**config.mk**
```make
export PLATFORM = sky130hd
export DESIGN_NAME = lifo_frame_reverser_flat
export DESIGN_NICKNAME = d
export VERILOG_FILES = /design/src/rtl/lifo_frame_reverser_if.sv /design/src/rtl/lifo_frame_reverser.sv /design/src/flat_wrapper.sv
export SDC_FILE = /design/constraint.sdc
export NUM_CORES = 1
export LEC_CHECK = 0
export BUFFER_PORTS_ARGS = -buffer_cell sky130_fd_sc_hd__buf_2
export CORE_MARGIN = 2
export CORE_UTILIZATION = 31
export DETAILED_ROUTE_END_ITERATION = 10
export PLACE_DENSITY = 0.55
export SYNTH_ARGS = -nofsm -noshare
export SYNTH_HDL_FRONTEND = slang
export SYNTH_SLANG_ARGS = --single-unit
```
**constraint.sdc**
```tcl
create_clock -name clk -period 1.4 [get_ports clk]
set_input_delay 0.42 -clock clk [delete_from_list [all_inputs] [get_ports clk]]
set_output_delay 0.42 -clock clk [all_outputs]
set_load 0.02 [all_outputs]
```
**src/rtl/lifo_frame_reverser_if.sv**
```systemverilog
// Stream and LIFO-control signals of lifo_frame_reverser.
// master = the controller, slave = the environment (upstream, downstream, LIFO).
interface lifo_frame_reverser_if #(
  parameter int DATA_W = 4
);
  logic              in_valid;
  logic              in_ready;
  logic [DATA_W-1:0] in_data;
  logic              in_last;
  logic              out_valid;
  logic              out_ready;
  logic [DATA_W-1:0] out_data;
  logic              out_last;
  logic              lifo_push;
  logic [DATA_W-1:0] lifo_wdata;
  logic              lifo_pop;
  logic [DATA_W-1:0] lifo_rdata;
  logic              lifo_full;
  logic              lifo_empty;

  modport master (
    input  in_valid, in_data, in_last, out_ready, lifo_rdata, lifo_full, lifo_empty,
    output in_ready, out_valid, out_data, out_last, lifo_push, lifo_wdata, lifo_pop
  );

  modport slave (
    output in_valid, in_data, in_last, out_ready, lifo_rdata, lifo_full, lifo_empty,
    input  in_ready, out_valid, out_data, out_last, lifo_push, lifo_wdata, lifo_pop
  );
endinterface

```
**src/rtl/lifo_frame_reverser.sv**
```systemverilog
// Pushes an input frame into an external LIFO, then pops it dry and
// replays the words last-in-first-out on the output stream.
module lifo_frame_reverser #(
  parameter int DATA_W = 4,
  parameter int DEPTH  = 8,
  parameter int CNT_W  = 4
) (
  input  logic                   clk,
  input  logic                   rst_n,
  lifo_frame_reverser_if.master  bus,
  output logic                   overflow,
  output logic                   err
);

  typedef enum logic [2:0] {
    S_FILL,
    S_DISCARD,
    S_POP,
    S_WAIT,
    S_HOLD
  } state_t;

  localparam logic [CNT_W-1:0] DEPTH_C = CNT_W'(DEPTH);

  state_t            state_q, state_d;
  logic [CNT_W-1:0]  count_q, count_d;
  logic              last_flag_q, last_flag_d;
  logic              out_valid_q, out_valid_d;
  logic [DATA_W-1:0] out_data_q, out_data_d;
  logic              out_last_q, out_last_d;
  logic              overflow_q, overflow_d;
  logic              err_q, err_d;
  logic              in_ready, accept, lifo_push, lifo_pop;

  // Full flag is informational only; the occupancy counter drives control.
  logic unused_full;
  assign unused_full = bus.lifo_full;

  // NOTE: sequential state uses non-blocking assignments so every register
  // samples the pre-edge value of every other register.
  always_ff @(posedge clk or negedge rst_n) begin
    if (!rst_n) begin
      state_q     <= S_FILL;
      count_q     <= '0;
      last_flag_q <= 1'b0;
      out_valid_q <= 1'b0;
      out_data_q  <= '0;
      out_last_q  <= 1'b0;
      overflow_q  <= 1'b0;
      err_q       <= 1'b0;
    end else begin
      state_q     <= state_d;
      count_q     <= count_d;
      last_flag_q <= last_flag_d;
      out_valid_q <= out_valid_d;
      out_data_q  <= out_data_d;
      out_last_q  <= out_last_d;
      overflow_q  <= overflow_d;
      err_q       <= err_d;
    end
  end

  // NOTE: every signal written here gets a default first, so no path
  // through the case statement can leave one unassigned and infer a latch.
  always_comb begin
    state_d     = state_q;
    count_d     = count_q;
    last_flag_d = last_flag_q;
    out_valid_d = out_valid_q;
    out_data_d  = out_data_q;
    out_last_d  = out_last_q;
    overflow_d  = 1'b0;
    err_d       = err_q;
    in_ready    = 1'b0;
    accept      = 1'b0;
    lifo_push   = 1'b0;
    lifo_pop    = 1'b0;

    unique case (state_q)
      S_FILL: begin
        in_ready = (count_q < DEPTH_C);
        accept   = bus.in_valid && in_ready;
        if (accept) begin
          lifo_push = 1'b1;
          count_d   = count_q + CNT_W'(1);
          if (bus.in_last) begin
            state_d = S_POP;
          end else if (count_q == DEPTH_C - CNT_W'(1)) begin
            overflow_d = 1'b1;
            state_d    = S_DISCARD;
          end
        end
      end

      // Stack is full: swallow the rest of the frame until its last beat.
      S_DISCARD: begin
        in_ready = 1'b1;
        accept   = bus.in_valid;
        if (accept && bus.in_last) state_d = S_POP;
      end

      S_POP: begin
        lifo_pop    = 1'b1;
        last_flag_d = (count_q == CNT_W'(1));
        if (count_q != '0) count_d = count_q - CNT_W'(1);
        if (bus.lifo_empty && count_q != '0) err_d = 1'b1;
        state_d = S_WAIT;
      end

      // Pop data arrives one cycle after the strobe.
      S_WAIT: begin
        out_data_d  = bus.lifo_rdata;
        out_last_d  = last_flag_q;
        out_valid_d = 1'b1;
        state_d     = S_HOLD;
      end

      S_HOLD: begin
        if (bus.out_ready) begin
          out_valid_d = 1'b0;
          state_d     = (count_q != '0) ? S_POP : S_FILL;
        end
      end

      default: state_d = S_FILL;
    endcase
  end

  assign bus.in_ready   = in_ready;
  assign bus.lifo_push  = lifo_push;
  assign bus.lifo_wdata = bus.in_data;
  assign bus.lifo_pop   = lifo_pop;
  assign bus.out_valid  = out_valid_q;
  assign bus.out_data   = out_data_q;
  assign bus.out_last   = out_last_q;
  assign overflow       = overflow_q;
  assign err            = err_q;

endmodule

```
**src/flat_wrapper.sv**
```systemverilog
// flat-port wrapper written by rule: the top's interface ports become plain ports
module lifo_frame_reverser_flat 
#(
  parameter int DATA_W = 4,
  parameter int DEPTH  = 8,
  parameter int CNT_W  = 4
)
  (clk, rst_n, overflow, err, bus_in_valid, bus_in_data, bus_in_last, bus_out_ready, bus_lifo_rdata, bus_lifo_full, bus_lifo_empty, bus_in_ready, bus_out_valid, bus_out_data, bus_out_last, bus_lifo_push, bus_lifo_wdata, bus_lifo_pop);
  lifo_frame_reverser_if #(.DATA_W(DATA_W)) bus_i ();
  input  logic clk;
  input  logic rst_n;
  output logic overflow;
  output logic err;
  input wire logic [$bits(bus_i.in_valid)-1:0] bus_in_valid;
  input wire logic [$bits(bus_i.in_data)-1:0] bus_in_data;
  input wire logic [$bits(bus_i.in_last)-1:0] bus_in_last;
  input wire logic [$bits(bus_i.out_ready)-1:0] bus_out_ready;
  input wire logic [$bits(bus_i.lifo_rdata)-1:0] bus_lifo_rdata;
  input wire logic [$bits(bus_i.lifo_full)-1:0] bus_lifo_full;
  input wire logic [$bits(bus_i.lifo_empty)-1:0] bus_lifo_empty;
  output wire logic [$bits(bus_i.in_ready)-1:0] bus_in_ready;
  output wire logic [$bits(bus_i.out_valid)-1:0] bus_out_valid;
  output wire logic [$bits(bus_i.out_data)-1:0] bus_out_data;
  output wire logic [$bits(bus_i.out_last)-1:0] bus_out_last;
  output wire logic [$bits(bus_i.lifo_push)-1:0] bus_lifo_push;
  output wire logic [$bits(bus_i.lifo_wdata)-1:0] bus_lifo_wdata;
  output wire logic [$bits(bus_i.lifo_pop)-1:0] bus_lifo_pop;
  assign bus_i.in_valid = bus_in_valid;
  assign bus_i.in_data = bus_in_data;
  assign bus_i.in_last = bus_in_last;
  assign bus_i.out_ready = bus_out_ready;
  assign bus_i.lifo_rdata = bus_lifo_rdata;
  assign bus_i.lifo_full = bus_lifo_full;
  assign bus_i.lifo_empty = bus_lifo_empty;
  assign bus_in_ready = bus_i.in_ready;
  assign bus_out_valid = bus_i.out_valid;
  assign bus_out_data = bus_i.out_data;
  assign bus_out_last = bus_i.out_last;
  assign bus_lifo_push = bus_i.lifo_push;
  assign bus_lifo_wdata = bus_i.lifo_wdata;
  assign bus_lifo_pop = bus_i.lifo_pop;
  lifo_frame_reverser #(.DATA_W(DATA_W), .DEPTH(DEPTH), .CNT_W(CNT_W)) u_core (.clk(clk), .rst_n(rst_n), .bus(bus_i), .overflow(overflow), .err(err));
endmodule
```
### After elaboration in Yosys (flattened, before gate mapping)

Cells that the tools add are included.

* bits in registers: 16
* bits of input ports: 15

* muxes and demuxes: 20
* $add $sub $neg: 2
* $lt $le $gt $ge: 1
* reduce and logical (&&, ||, !) cells: 11
* equal/unequal tests: 11

Operator list (number)
* two-way mux 3 bit: 5
* case mux 3 bit (5 select lines): 1
* two-way mux 1 bit: 8
* two-way mux 4 bit: 2
* case mux 4 bit (2 select lines): 1
* equality test 3 x 2 -> 1 bit, second input constant: 2
* != test 2 x 1 -> 1 bit, second input constant: 3
* adder 4 x 1 -> 4 bit, second input constant: 1
* equality test 4 x 1 -> 1 bit, second input constant: 1
* equality test 4 x 3 -> 1 bit, second input constant: 1
* less-than comparator 4 bit, second input constant: 1
* case mux 1 bit (2 select lines): 2
* AND reduction 2 bit: 2
* AND reduction 4 bit: 1
* nonzero test 2 bit: 2
* nonzero test 4 bit: 1
* subtractor 4 x 1 -> 4 bit, second input constant: 1
* equality test 3 x 1 -> 1 bit, second input constant: 1
* equality test 3 bit, second input constant: 1
* logical AND 1 bit: 3
* logical NOT 3 bit: 1
* != test 3 x 2 -> 1 bit, second input constant: 1
* AND reduction 3 bit: 1
* two-way mux 2 bit: 1
* != test 2 bit, second input constant: 1

### Depth between registers and ports, before layout

* depth in word-level cells: 5
* mapped depth: 7
* mapped depth without buffers: 6

### Least setup slack after synthesis

No wires, ideal clock.

* path type: reg-to-output
* from: reg u_core.state_q[1]
* to: out bus_in_ready
* cell stages (with the launch flop): 5
* path buffers: 2
* slack: -0.307 ns
* arrival time: 1.287 ns
* path through: dfrtp_1 clkbuf_1 buf_2 nor2_1 a21boi_0

* cells in the longest elaborated chain, start to end: 2
* elaborated cells between the ends (all ways): 3
* those cells by class: 1 x eq/ne; 1 x mux; 1 x reduce/logical

RTL lines
* start: declaration: RTL line lifo_frame_reverser.sv:25 `state_t state_q, state_d;`
* start signal: assignment: RTL line lifo_frame_reverser.sv:52 `state_q <= state_d;`
* equality test 3 x 1 -> 1 bit / logical NOT 3 bit (equally long branches): RTL line lifo_frame_reverser.sv:79 `unique case (state_q)`
* case mux 1 bit (2 select lines) (*): RTL line lifo_frame_reverser.sv:79
* end: declaration: RTL line flat_wrapper.sv:21 `output wire logic [$bits(bus_i.in_ready)-1:0] bus_in_ready;`

Every way passes the cells marked *; elsewhere a longest branch is shown, timed or not.

### Worst setup path after layout

* from: reg u_core.count_q[3]
* to: out bus_lifo_push

* cells in the longest elaborated chain, start to end: 4

RTL lines
* start: declaration: RTL line lifo_frame_reverser.sv:26 `logic [CNT_W-1:0] count_q, count_d;`
* start signal: assignment: RTL line lifo_frame_reverser.sv:53 `count_q <= count_d;`
* less-than comparator 4 bit: RTL line lifo_frame_reverser.sv:81 `in_ready = (count_q < DEPTH_C);`
* logical AND 1 bit: RTL line lifo_frame_reverser.sv:82 `accept = bus.in_valid && in_ready;`
* two-way mux 1 bit: RTL line lifo_frame_reverser.sv:83 `if (accept) begin`
* two-way mux 1 bit: RTL line lifo_frame_reverser.sv:79
* end: declaration: RTL line flat_wrapper.sv:25 `output wire logic [$bits(bus_i.lifo_push)-1:0] bus_lifo_push;`

No other way between the ends.

==> impl_metrics.ini <==
[placement]
dp_hpwl_um = 1580
portBuffers = 20
gp_congestion = 0.803

[clocking]
clkTransAtPathRegs_ns = 0.10
htreeDepth = 1
clock_path_buffers = 2
cts_root_buf = clkbuf_4
ctsHoldBuffers = 0
clk_latency_ns = 0.29
numClockSinks = 16
cts_tree = built
cts_made_buffers = 3

[route]
drt_iter0_markers = 22
via_count = 862
first_pass_iters = 7
wl_um = 2390
wl_per_cell_um = 14.1
route.detailed.drc = 1
ant_nets = 0
drt-vias-per-instance = 5.07

[pwr]
power-per-cell-area_mw_per_mm2 = 2520
irDropWorstVdd_mv = 0.984
pwr-share-clk_pct = 9.2
intPower_mw = 2.04
swShare_pct = 41.3
pwr-share-comb_pct = 67.2
pwr-share-seq_pct = 23.6
power_mw = 3.47
p_leak_nw = 0.653
power_switching_mw = 1.43

[floorplanning]
die-area_mm2 = 0.00344
die_x_um = 58.7
core_area_mm2 = 0.00281
ios = 30
start_util_pct = 33.1
placementRows = 19
dieHeight_um = 58.7

[sta]
period_needed_ns = 1.71
setup_ws_ns = -0.306
post-route-period-util_pct = 122
finalHoldViolations = 0
whs_ns = 0.0331
tns_ns = -0.823
rsz0062_at_grt = yes
skew_ns = 0.00164
slew_headroom_pct = 74.4
fmax_ghz = 0.586
finalMaxSlewViolations = 0
setup_viol = 6
worst_slew_pin_slew_ns = 0.383

[global_routing]
antenna_found_initial = 0
grtUsageMet3_pct = 1.98
gr-usage-met1_pct = 19.1
gr-total-overflow = 0
grt_pass1_wl_um = 3750
grt_pass1_vias = 833
grt_busiest_layer = met2
grt_start_max_net_pins = 17
grt_usage_pct = 14.6
use_met2_pct = 23.1

[layout]
antenna_cells = 0
final_common_cell = buf_4
fin_util_pct = 49.2
drive_above_1_share_pct = 61.9
syn_to_final_growth_pct = 48.9
fill_cells = 283
final_nets = 159
layout_common_cells = buf_4, buf_2, dfrtp_1

[critical_path]
cp_cell_sequence = and2b_2 -> and3b_2 -> buf_6
max_stage_delay_ns = 0.39
critical_path_class = register to output pin
worstSetupStartpointType = register
path_buf_inv = 1
path_max_fanout = 3
cpLargestDelayFamily = simple AND/OR/NAND/NOR gates
crit_path_end_kind = output pin
crit_arrival_ns = 1.29
crit_required_ns = 0.98
cpMaxStageDelayCell = dfrtp_1

[yosys]
synth_cells = 95
ys_seq_area_share_pct = 43.2
synth_top_cell_area_share_pct = 43.2
syn-num-nets = 114
synth_largest_area_cell = dfrtp_1
synth_area_leaders = dfrtp_1, ha_1, mux2_2
synth_flop_cell = dfrtp_1
async_flop_share_pct = 100
synth.distinct_cells = 33
syn_area_per_cell_um2 = 9.76
syn_area_um2 = 927
ys_ff_latch = 16
yosysWarnings = 0
synth_edf_count = 0

[flow_run]
cap_violations = 0

[outcome]
status = finished, violations left
violations = DRC, setup timing

[worst_hold_path]
hold_class = input port to async pin
-- state kept, by name (all words and copies together), names as in the netlist --
| name | count |
|---|---|
| u_core.bus.out_last | 1 |
| u_core.state_q | 3 |
| u_core.count_q | 4 |
| u_core.bus.out_data | 4 |
| u_core.overflow | 1 |
| u_core.err | 1 |
| u_core.last_flag_q | 1 |
| u_core.bus.out_valid | 1 |
-- timing repair --
action / 4_1_cts / 5_1_grt
endpoints found under the setup margin: 8 / 11
resized for setup: 18 / 10
buffers inserted: 7 / 3
pin swaps: 7 / 8
-- layer usage --
metal / wire length [um] / up-vias
met5: 0 / -
met4: 54 / 0
met3: 91 / 8
met2: 1200 / 30
met1: 1040 / 409
li1: - / 415
-- cell usage after synthesis (2+ instances only) --
library cell  instances
ha_1                  4
buf_4                 4
xnor2_1               2
dfrtp_1              16
nand2_1               9
nand3_1               3
and2_1                2
a21oi_1               6
nor2_1                6
buf_6                 2
nor4b_1               2
buf_2                 4
inv_1                 4
o21ai_0               8
mux2i_1               2
mux2_2                4
-- worst paths after layout --
check                                   from                end  slack [ns]  cells past startpoint
max                        u_core.count_q[3]      bus_lifo_push       -0.31                      3
min in group clk               bus_out_ready  u_core.state_q[2]        0.34                      2
min                                    rst_n         u_core.err        0.03                      1
min reg2reg                       u_core.err         u_core.err        0.48                      1
max reg2reg                u_core.count_q[0]  u_core.count_q[2]       -0.07                      5
max in group asynchronous              rst_n  u_core.state_q[2]        1.07                      1
-- stage by stage --
step	area, um^2	instances	setup WS, ns
2_1_floorplan	950	95	-0.0780
4_1_cts	1320	168	-0.275
3_3_place_gp	1180	157	-0.110
5_1_grt	1380	170	-0.328
6_report	1380	170	-0.306
3_5_place_dp	1180	157	-0.123
-- power groups by stage --
stage          registers, mW  clock network (mW)  logic [mW]
3_3_place_gp           0.820                   0        1.78
2_1_floorplan          0.913                   0        1.04
4_1_cts                0.816               0.333        2.11
6_report               0.820               0.318        2.34
3_5_place_dp           0.826                   0        1.81
5_1_grt                0.843               0.350        2.53
-- cells by family (layout without fill, tap and decap cells) --
group                    count (synthesis)  after routing  synth area share, %
AND/OR/NAND/NOR                         31             31                 18.4
buffers and inverters                   15             59                 9.85
flip-flops                              16             16                 43.2
XOR/XNOR                                 2              2                 1.89
multiplexers                             6              6                 7.02
adder cells (fa/ha/maj)                  4              4                 5.40
AO/OA/AOI/OAI                           21             21                 14.3
-- worst reg2reg max path: stages (launching register included) --
cell     delay (ns)
dfrtp_1        0.40
inv_2          0.09
ha_4           0.13
or3b_4         0.44
a32oi_2        0.20
xnor2_1        0.13
-- final cells by class --
cell class	instances	area, um^2	share of cell area (%)
flip-flops and latches	16	403	29.2
repair buffers	51	352	25.5
well taps	31	38.8	2.81
multi-input cells	64	536	38.8
inverters	4	15.0	1.09
clock buffers	4	36.3	2.63
(Power assumes the default switching activity.)
